`src/rtl/dft_frame_ctrl.sv`:
```
// ---------------------------------------------------------------------------
// dft_frame_ctrl
//   Frame sequencer wrapped around a purely combinational N-point DFT core.
//   Collects N complex samples from a valid/ready stream into a frame buffer,
//   holds the buffer on the core inputs for CORE_LAT settle cycles, captures
//   all N core results on the last settle edge, then streams the bins out in
//   order on a valid/ready stream. Exactly one frame is in flight at a time.
//
// Ports
//   clk_i                  rising-edge clock
//   rst_n_i                synchronous active-low reset (also gates s_ready_o)
//   s_valid_i/s_ready_o    input sample handshake
//   s_re_i/s_im_i          signed W+1 bit sample parts
//   s_last_i               final sample of a frame
//   core_x_re_o/_im_o      buffered frame to the core, sample j at [j*(W+1) +: W+1]
//   core_X_re_i/_im_i      core results, bin k at [k*(W+N) +: W+N]
//   m_valid_o/m_ready_i    output bin handshake
//   m_re_o/m_im_o          W+N bit bin parts, passed through unmodified
//   m_last_o               high with bin N-1
//   m_idx_o                index of the bin currently presented
//   busy_o                 frame partially loaded or in flight
//   frame_err_o            one-cycle pulse on a malformed frame
// ---------------------------------------------------------------------------

// ---------------------------------------------------------------------------
// dft_frame_lane
//   One sample slot of the frame buffer plus the matching result register.
//   Lane j stores input sample j and captures core bin j.
//
// Ports
//   clk_i, rst_n_i         clock, synchronous active-low reset
//   wr_en_i                load wr_re_i/wr_im_i into the sample slot
//   cap_en_i               capture X_re_i/X_im_i into the result slot
//   x_re_o/x_im_o          stored sample (drives the core input)
//   res_re_o/res_im_o      captured result
// ---------------------------------------------------------------------------
module dft_frame_lane #(
    parameter int SW = 16,
    parameter int RW = 23
) (
    input  logic          clk_i,
    input  logic          rst_n_i,
    input  logic          wr_en_i,
    input  logic [SW-1:0] wr_re_i,
    input  logic [SW-1:0] wr_im_i,
    input  logic          cap_en_i,
    input  logic [RW-1:0] X_re_i,
    input  logic [RW-1:0] X_im_i,
    output logic [SW-1:0] x_re_o,
    output logic [SW-1:0] x_im_o,
    output logic [RW-1:0] res_re_o,
    output logic [RW-1:0] res_im_o
);

    logic [SW-1:0] x_re_q, x_im_q;
    logic [RW-1:0] res_re_q, res_im_q;

    always_ff @(posedge clk_i) begin
        if (!rst_n_i) begin
            x_re_q   <= '0;
            x_im_q   <= '0;
            res_re_q <= '0;
            res_im_q <= '0;
        end else begin
            if (wr_en_i) begin
                x_re_q <= wr_re_i;
                x_im_q <= wr_im_i;
            end
            if (cap_en_i) begin
                res_re_q <= X_re_i;
                res_im_q <= X_im_i;
            end
        end
    end

    assign x_re_o   = x_re_q;
    assign x_im_o   = x_im_q;
    assign res_re_o = res_re_q;
    assign res_im_o = res_im_q;

endmodule

module dft_frame_ctrl #(
    parameter int N        = 8,
    parameter int W        = 15,
    parameter int CORE_LAT = 1,
    localparam int IW      = (N > 1) ? $clog2(N) : 1
) (
    input  logic                clk_i,
    input  logic                rst_n_i,
    input  logic                s_valid_i,
    output logic                s_ready_o,
    input  logic [W:0]          s_re_i,
    input  logic [W:0]          s_im_i,
    input  logic                s_last_i,
    output logic [N*(W+1)-1:0]  core_x_re_o,
    output logic [N*(W+1)-1:0]  core_x_im_o,
    input  logic [N*(W+N)-1:0]  core_X_re_i,
    input  logic [N*(W+N)-1:0]  core_X_im_i,
    output logic                m_valid_o,
    input  logic                m_ready_i,
    output logic [W+N-1:0]      m_re_o,
    output logic [W+N-1:0]      m_im_o,
    output logic                m_last_o,
    output logic [IW-1:0]       m_idx_o,
    output logic                busy_o,
    output logic                frame_err_o
);

    localparam int SW = W + 1;
    localparam int RW = W + N;
    localparam int LW = (CORE_LAT > 1) ? $clog2(CORE_LAT) : 1;

    typedef enum logic [1:0] {
        LOAD    = 2'd0,
        COMPUTE = 2'd1,
        UNLOAD  = 2'd2
    } state_t;

    state_t          state_q;
    logic [IW-1:0]   cnt_q;
    logic [LW-1:0]   lat_q;
    logic [IW-1:0]   m_idx_q;
    logic            m_valid_q;
    logic            frame_err_q;

    logic [N-1:0][SW-1:0] buf_re, buf_im;
    logic [N-1:0][RW-1:0] res_re, res_im;

    logic s_fire;
    logic lat_last;
    logic cap_en;
    logic cnt_full;

    // Ready is gated by reset directly so a frame cannot be accepted while
    // reset is asserted, whatever state the registers still hold.
    assign s_ready_o = rst_n_i && (state_q == LOAD);
    assign s_fire    = s_valid_i && s_ready_o;
    assign cnt_full  = (cnt_q == IW'(N - 1));
    assign lat_last  = (lat_q == LW'(CORE_LAT - 1));
    // The core has had CORE_LAT full cycles on stable inputs at this edge.
    assign cap_en    = (state_q == COMPUTE) && lat_last;

    for (genvar j = 0; j < N; j++) begin : g_lane
        dft_frame_lane #(
            .SW(SW),
            .RW(RW)
        ) u_lane (
            .clk_i    (clk_i),
            .rst_n_i  (rst_n_i),
            .wr_en_i  (s_fire && (cnt_q == IW'(j))),
            .wr_re_i  (s_re_i),
            .wr_im_i  (s_im_i),
            .cap_en_i (cap_en),
            .X_re_i   (core_X_re_i[j*RW +: RW]),
            .X_im_i   (core_X_im_i[j*RW +: RW]),
            .x_re_o   (buf_re[j]),
            .x_im_o   (buf_im[j]),
            .res_re_o (res_re[j]),
            .res_im_o (res_im[j])
        );
    end

    always_ff @(posedge clk_i) begin
        if (!rst_n_i) begin
            state_q     <= LOAD;
            cnt_q       <= '0;
            lat_q       <= '0;
            m_idx_q     <= '0;
            m_valid_q   <= 1'b0;
            frame_err_q <= 1'b0;
        end else begin
            frame_err_q <= 1'b0;
            case (state_q)
                LOAD: begin
                    if (s_fire) begin
                        if (cnt_full) begin
                            // Full frame; a missing s_last is flagged but
                            // the frame is still processed.
                            state_q     <= COMPUTE;
                            cnt_q       <= '0;
                            lat_q       <= '0;
                            frame_err_q <= !s_last_i;
                        end else if (s_last_i) begin
                            // Short frame: drop it. The partial buffer is
                            // fully overwritten by the next complete frame.
                            cnt_q       <= '0;
                            frame_err_q <= 1'b1;
                        end else begin
                            cnt_q <= cnt_q + 1'b1;
                        end
                    end
                end
                COMPUTE: begin
                    if (lat_last) begin
                        state_q   <= UNLOAD;
                        lat_q     <= '0;
                        m_idx_q   <= '0;
                        m_valid_q <= 1'b1;
                    end else begin
                        lat_q <= lat_q + 1'b1;
                    end
                end
                UNLOAD: begin
                    if (m_ready_i) begin
                        if (m_idx_q == IW'(N - 1)) begin
                            state_q   <= LOAD;
                            m_idx_q   <= '0;
                            m_valid_q <= 1'b0;
                        end else begin
                            m_idx_q <= m_idx_q + 1'b1;
                        end
                    end
                end
                default: begin
                    state_q   <= LOAD;
                    m_valid_q <= 1'b0;
                end
            endcase
        end
    end

    assign core_x_re_o = buf_re;
    assign core_x_im_o = buf_im;

    // Bin data is a mux over registers indexed by a register, so it holds
    // stable for as long as the handshake is stalled.
    assign m_valid_o   = m_valid_q;
    assign m_re_o      = res_re[m_idx_q];
    assign m_im_o      = res_im[m_idx_q];
    assign m_idx_o     = m_idx_q;
    assign m_last_o    = m_valid_q && (m_idx_q == IW'(N - 1));
    assign busy_o      = (state_q != LOAD) || (cnt_q != '0);
    assign frame_err_o = frame_err_q;

endmodule

```
`config.mk`:
```
export PLATFORM = sky130hd
export DESIGN_NAME = dft_frame_ctrl
export DESIGN_NICKNAME = d
export VERILOG_FILES = /design/src/rtl/dft_frame_ctrl.sv
export SDC_FILE = /design/constraint.sdc
export NUM_CORES = 1
export LEC_CHECK = 0
export ABC_AREA = 1
export BUFFER_PORTS_ARGS = -buffer_cell sky130_fd_sc_hd__buf_4
export CAP_MARGIN = 20
export CORE_AREA = 3 3 273 275
export CTS_CLUSTER_DIAMETER = 100
export DETAILED_ROUTE_END_ITERATION = 6
export DIE_AREA = 0 0 276 278
export REMOVE_ABC_BUFFERS = 1
export SLEW_MARGIN = 40
export SYNTH_ARGS = -nofsm -noshare
export SYNTH_HDL_FRONTEND = slang
export SYNTH_SLANG_ARGS = --single-unit
```
`constraint.sdc`:
```
create_clock -name clk_i -period 1.3 [get_ports clk_i]
set_input_delay 0.065 -clock clk_i [delete_from_list [all_inputs] [get_ports clk_i]]
set_output_delay 0.065 -clock clk_i [all_outputs]
set_load 0.01 [all_outputs]
```
==> impl_results.md <==
* Arrival time worst endpoint at between 2000 and 2500 ps
* Hold Vio Cnt, Final at 0
* Gpl congestion at 0.866
* Nets at around 5,900
* Iteration count of the initial detailed-routing pass at 6
* Initial Util at 37.7%
* Finish-stage setup viols at slightly below 700
* Mean post-synth cell area at 6.55 um2
* First-pass GRT wire length at 173 mm
* I/O Pins at 715
* DR iter-0 viols at 2,765
* Fill cells at roughly 5,900
* ANT nets after route at 0
* Achievable Freq at 0.456 GHz
* Mapped Cells at 4,182
* Area grow syn2layout at 70.5%
* Later-pin clock latency in the skew report at 620 ps
* Synth top area cells: dfxtp_1 46%, nor2_1 22%, nand2_1 10%
* Area leader, netlist: dfxtp_1
* Setup Skew at around 19 ps
* Core ar. at 72,600 um2
* Clock transition at path regs at roughly 60 ps
* Drt drc at 0
* Port Buf Inserts at 714
* Largest net degree at the start of global routing at 66
* Seq/Total Area, Yosys at 46.4%
* Pre-CTS WS at -332 ps
* Most frequent cells in the layout: 1,387 x nor2_1, 814 x buf_4, 665 x nand2_1
* Period Utilization, post-route at 169%
* # rows at 99
* Die outline height at 278 um
* RSZ-0062 raised after global routing: yes
* Fin crit period at ~2200 ps
* Final HPWL DP at 69.5 mm
* Inserted Clock Buffers at 70
* Max Slew Vio Count at 0
* Worst path required time at 1240 ps
* Slew @ Worst Pin at 422 ps
* Longest Clk Path Bufs at 3
* Total GRT Usage at 28.2%
* Finished Layout Cells at 6,462
* Worst hold path class: in -> reg
* CTS root buf: clkbuf_16
* CP endpoint kind: output pin
* Slew margin rel. at about 70%
* FF+latch count, synth at 634
* CP top delay family: buffers and inverters
* Critical-path top delay cell: dfxtp_4
* Mapped Area at about 27,000 um2
* Vias per cell at 4.97
* CTS tree: done
* Failing checks: setup timing
* Share of cells above drive strength 1 at 29.2%
* Final WL at 124 mm
* Min Hold Slack at around 36 ps
* Critical path class: reg -> out
* Most common cell after layout, fill and taps aside: nor2_1
* Initial antenna violation count at 11
* H-tree levels at 3
* Library cells used by synthesis at 24
* Yosys warning count at 0
* R2R setup slack at -290 ps
* Setup crit start kind: flop
* CP Max Fanout at 11
* Cell breakdown of the critical path: buf_4, clkbuf_16, clkbuf_16, nor2_4, nor2_1, o21ai_0, nand2_1, nand2_1, nand2_1, buf_4
* Max cap viols at 0
* Vias at 32,100
* P_leak at 0.0228 uW
* DP Cell Count at around 5,800
* VDD IR-drop max at 0.911 mV
* Die Wd at 276 um
* Post-synth top area share at 46.4%
* Outcome: finished, violations left
* Buf+Inv Stages, Crit Path at 4
* Clk sink count at 634
* Crit-path max cell delay at 360 ps
* Grt ovf at 0
* Vias in the first global route at roughly 30,000
* Die area at roughly 77,000 um2
* Overall power at 43,200 uW
* Setup ws final at -892 ps
* DR WL/cell at around 19 um
* P per Cell Area at 925 nW/um2
* Most frequent CP cell: nand2_1
-- path summary, 6_finish.rpt --
path	to	cells past startpoint	startpoint
worst max-delay path	m_im_o[8]	10	m_idx_o[0]
worst max register to register	g_lane[6].u_lane.x_im_o[14]	11	cnt_q[1]
worst min-delay path	g_lane[1].u_lane.x_im_o[7]	5	rst_n_i
worst min register to register	g_lane[5].u_lane.res_re_o[21]	2	g_lane[5].u_lane.res_re_o[21]
-- power breakdown --
part | switching, uW | leakage, uW | internal, uW
sequential | 73.7 | 0.00512 | 19600
combinational | 1700 | 0.0166 | 2130
clock | 8430 | 0.00109 | 11300
total | 10200 | 0.0228 | 33000
-- sequential cells by signal, summed over array words and instances, names as in the netlist --
name / flops
g_lane.u_lane.res_re_o: 184
cnt_q: 3
m_valid_o: 1
m_idx_o: 3
state_q: 2
frame_err_o: 1
g_lane.u_lane.x_im_o: 128
g_lane.u_lane.x_re_o: 128
g_lane.u_lane.res_im_o: 184
-- layer usage --
layer	global-route usage (%)	part of all wire, %	up-vias
met3	5.18	8.4	418
li1	-	-	15300
met5	0	0.014	-
met4	12.0	5.5	4
met1	35.9	39	14600
met2	47.0	47	1718
-- cell usage after synthesis --
cell type / count
nor2_1: 1608
buf_2: 152
buf_6: 25
clkbuf_1: 95
buf_4: 2
ha_1: 8
a21o_1: 1
nand2_1: 762
nand4_2: 1
inv_2: 5
nand4_4: 7
o21ai_1: 160
dfxtp_1: 634
nor3_1: 2
nor3b_1: 1
nor2_8: 1
nor2_4: 1
inv_1: 276
nand3_1: 7
o21ai_0: 393
buf_1: 11
o211ai_1: 3
a21oi_1: 9
clkbuf_2: 18
-- worst register-to-register path, stage by stage (launching register included) --
cell	delay, ps
dfxtp_2	340
buf_6	110
buf_6	90
ha_4	150
nand2_2	60
inv_2	60
nand4_4	90
buf_12	180
clkbuf_16	190
nand2_1	70
nand2_1	60
nor2_1	130
-- final cells by class --
class	instances	area (um2)	area share (%)
clock inverter	18	178	0.381
inverter	281	1110	2.37
antenna	10	25.0	0.0536
timing repair buffer	1489	15500	33.2
timing repair inverter	3	52.6	0.113
sequential	634	12700	27.2
multi-input combinational	2964	13800	29.7
tap	959	1200	2.57
clock buffer	104	2040	4.37
-- kinds of logic after synthesis --
| family | count (synthesis) | share of synthesized area [%] |
|---|---|---|
| compound gates | 566 | 10.4 |
| fa+ha+maj | 8 | 0.366 |
| buf+inv | 584 | 9.50 |
| flops | 634 | 46.4 |
| simple gates | 2390 | 33.4 |
-- stage by stage --
| step | TNS [ps] | area, um2 | util [%] |
|---|---|---|---|
| after floorplan | -3211190 | 25800 | - |
| after global placement | -105470 | 34700 | 47.8 |
| after detailed placement | -124920 | 34700 | 47.8 |
| after CTS | -198050 | 43900 | 60.5 |
| after global routing | -200320 | 46700 | 64.3 |
| final | -144470 | 46700 | 64.3 |
-- what timing repair did --
action	CTS	global route
buffers inserted	47	37
hold endpoints to repair	634	0
gates resized for setup	373	551
cloned	52	50
pin swaps	40	98
hold buffers	405	0
setup endpoints to repair	683	685
Power figures use the tool's default switching activity.
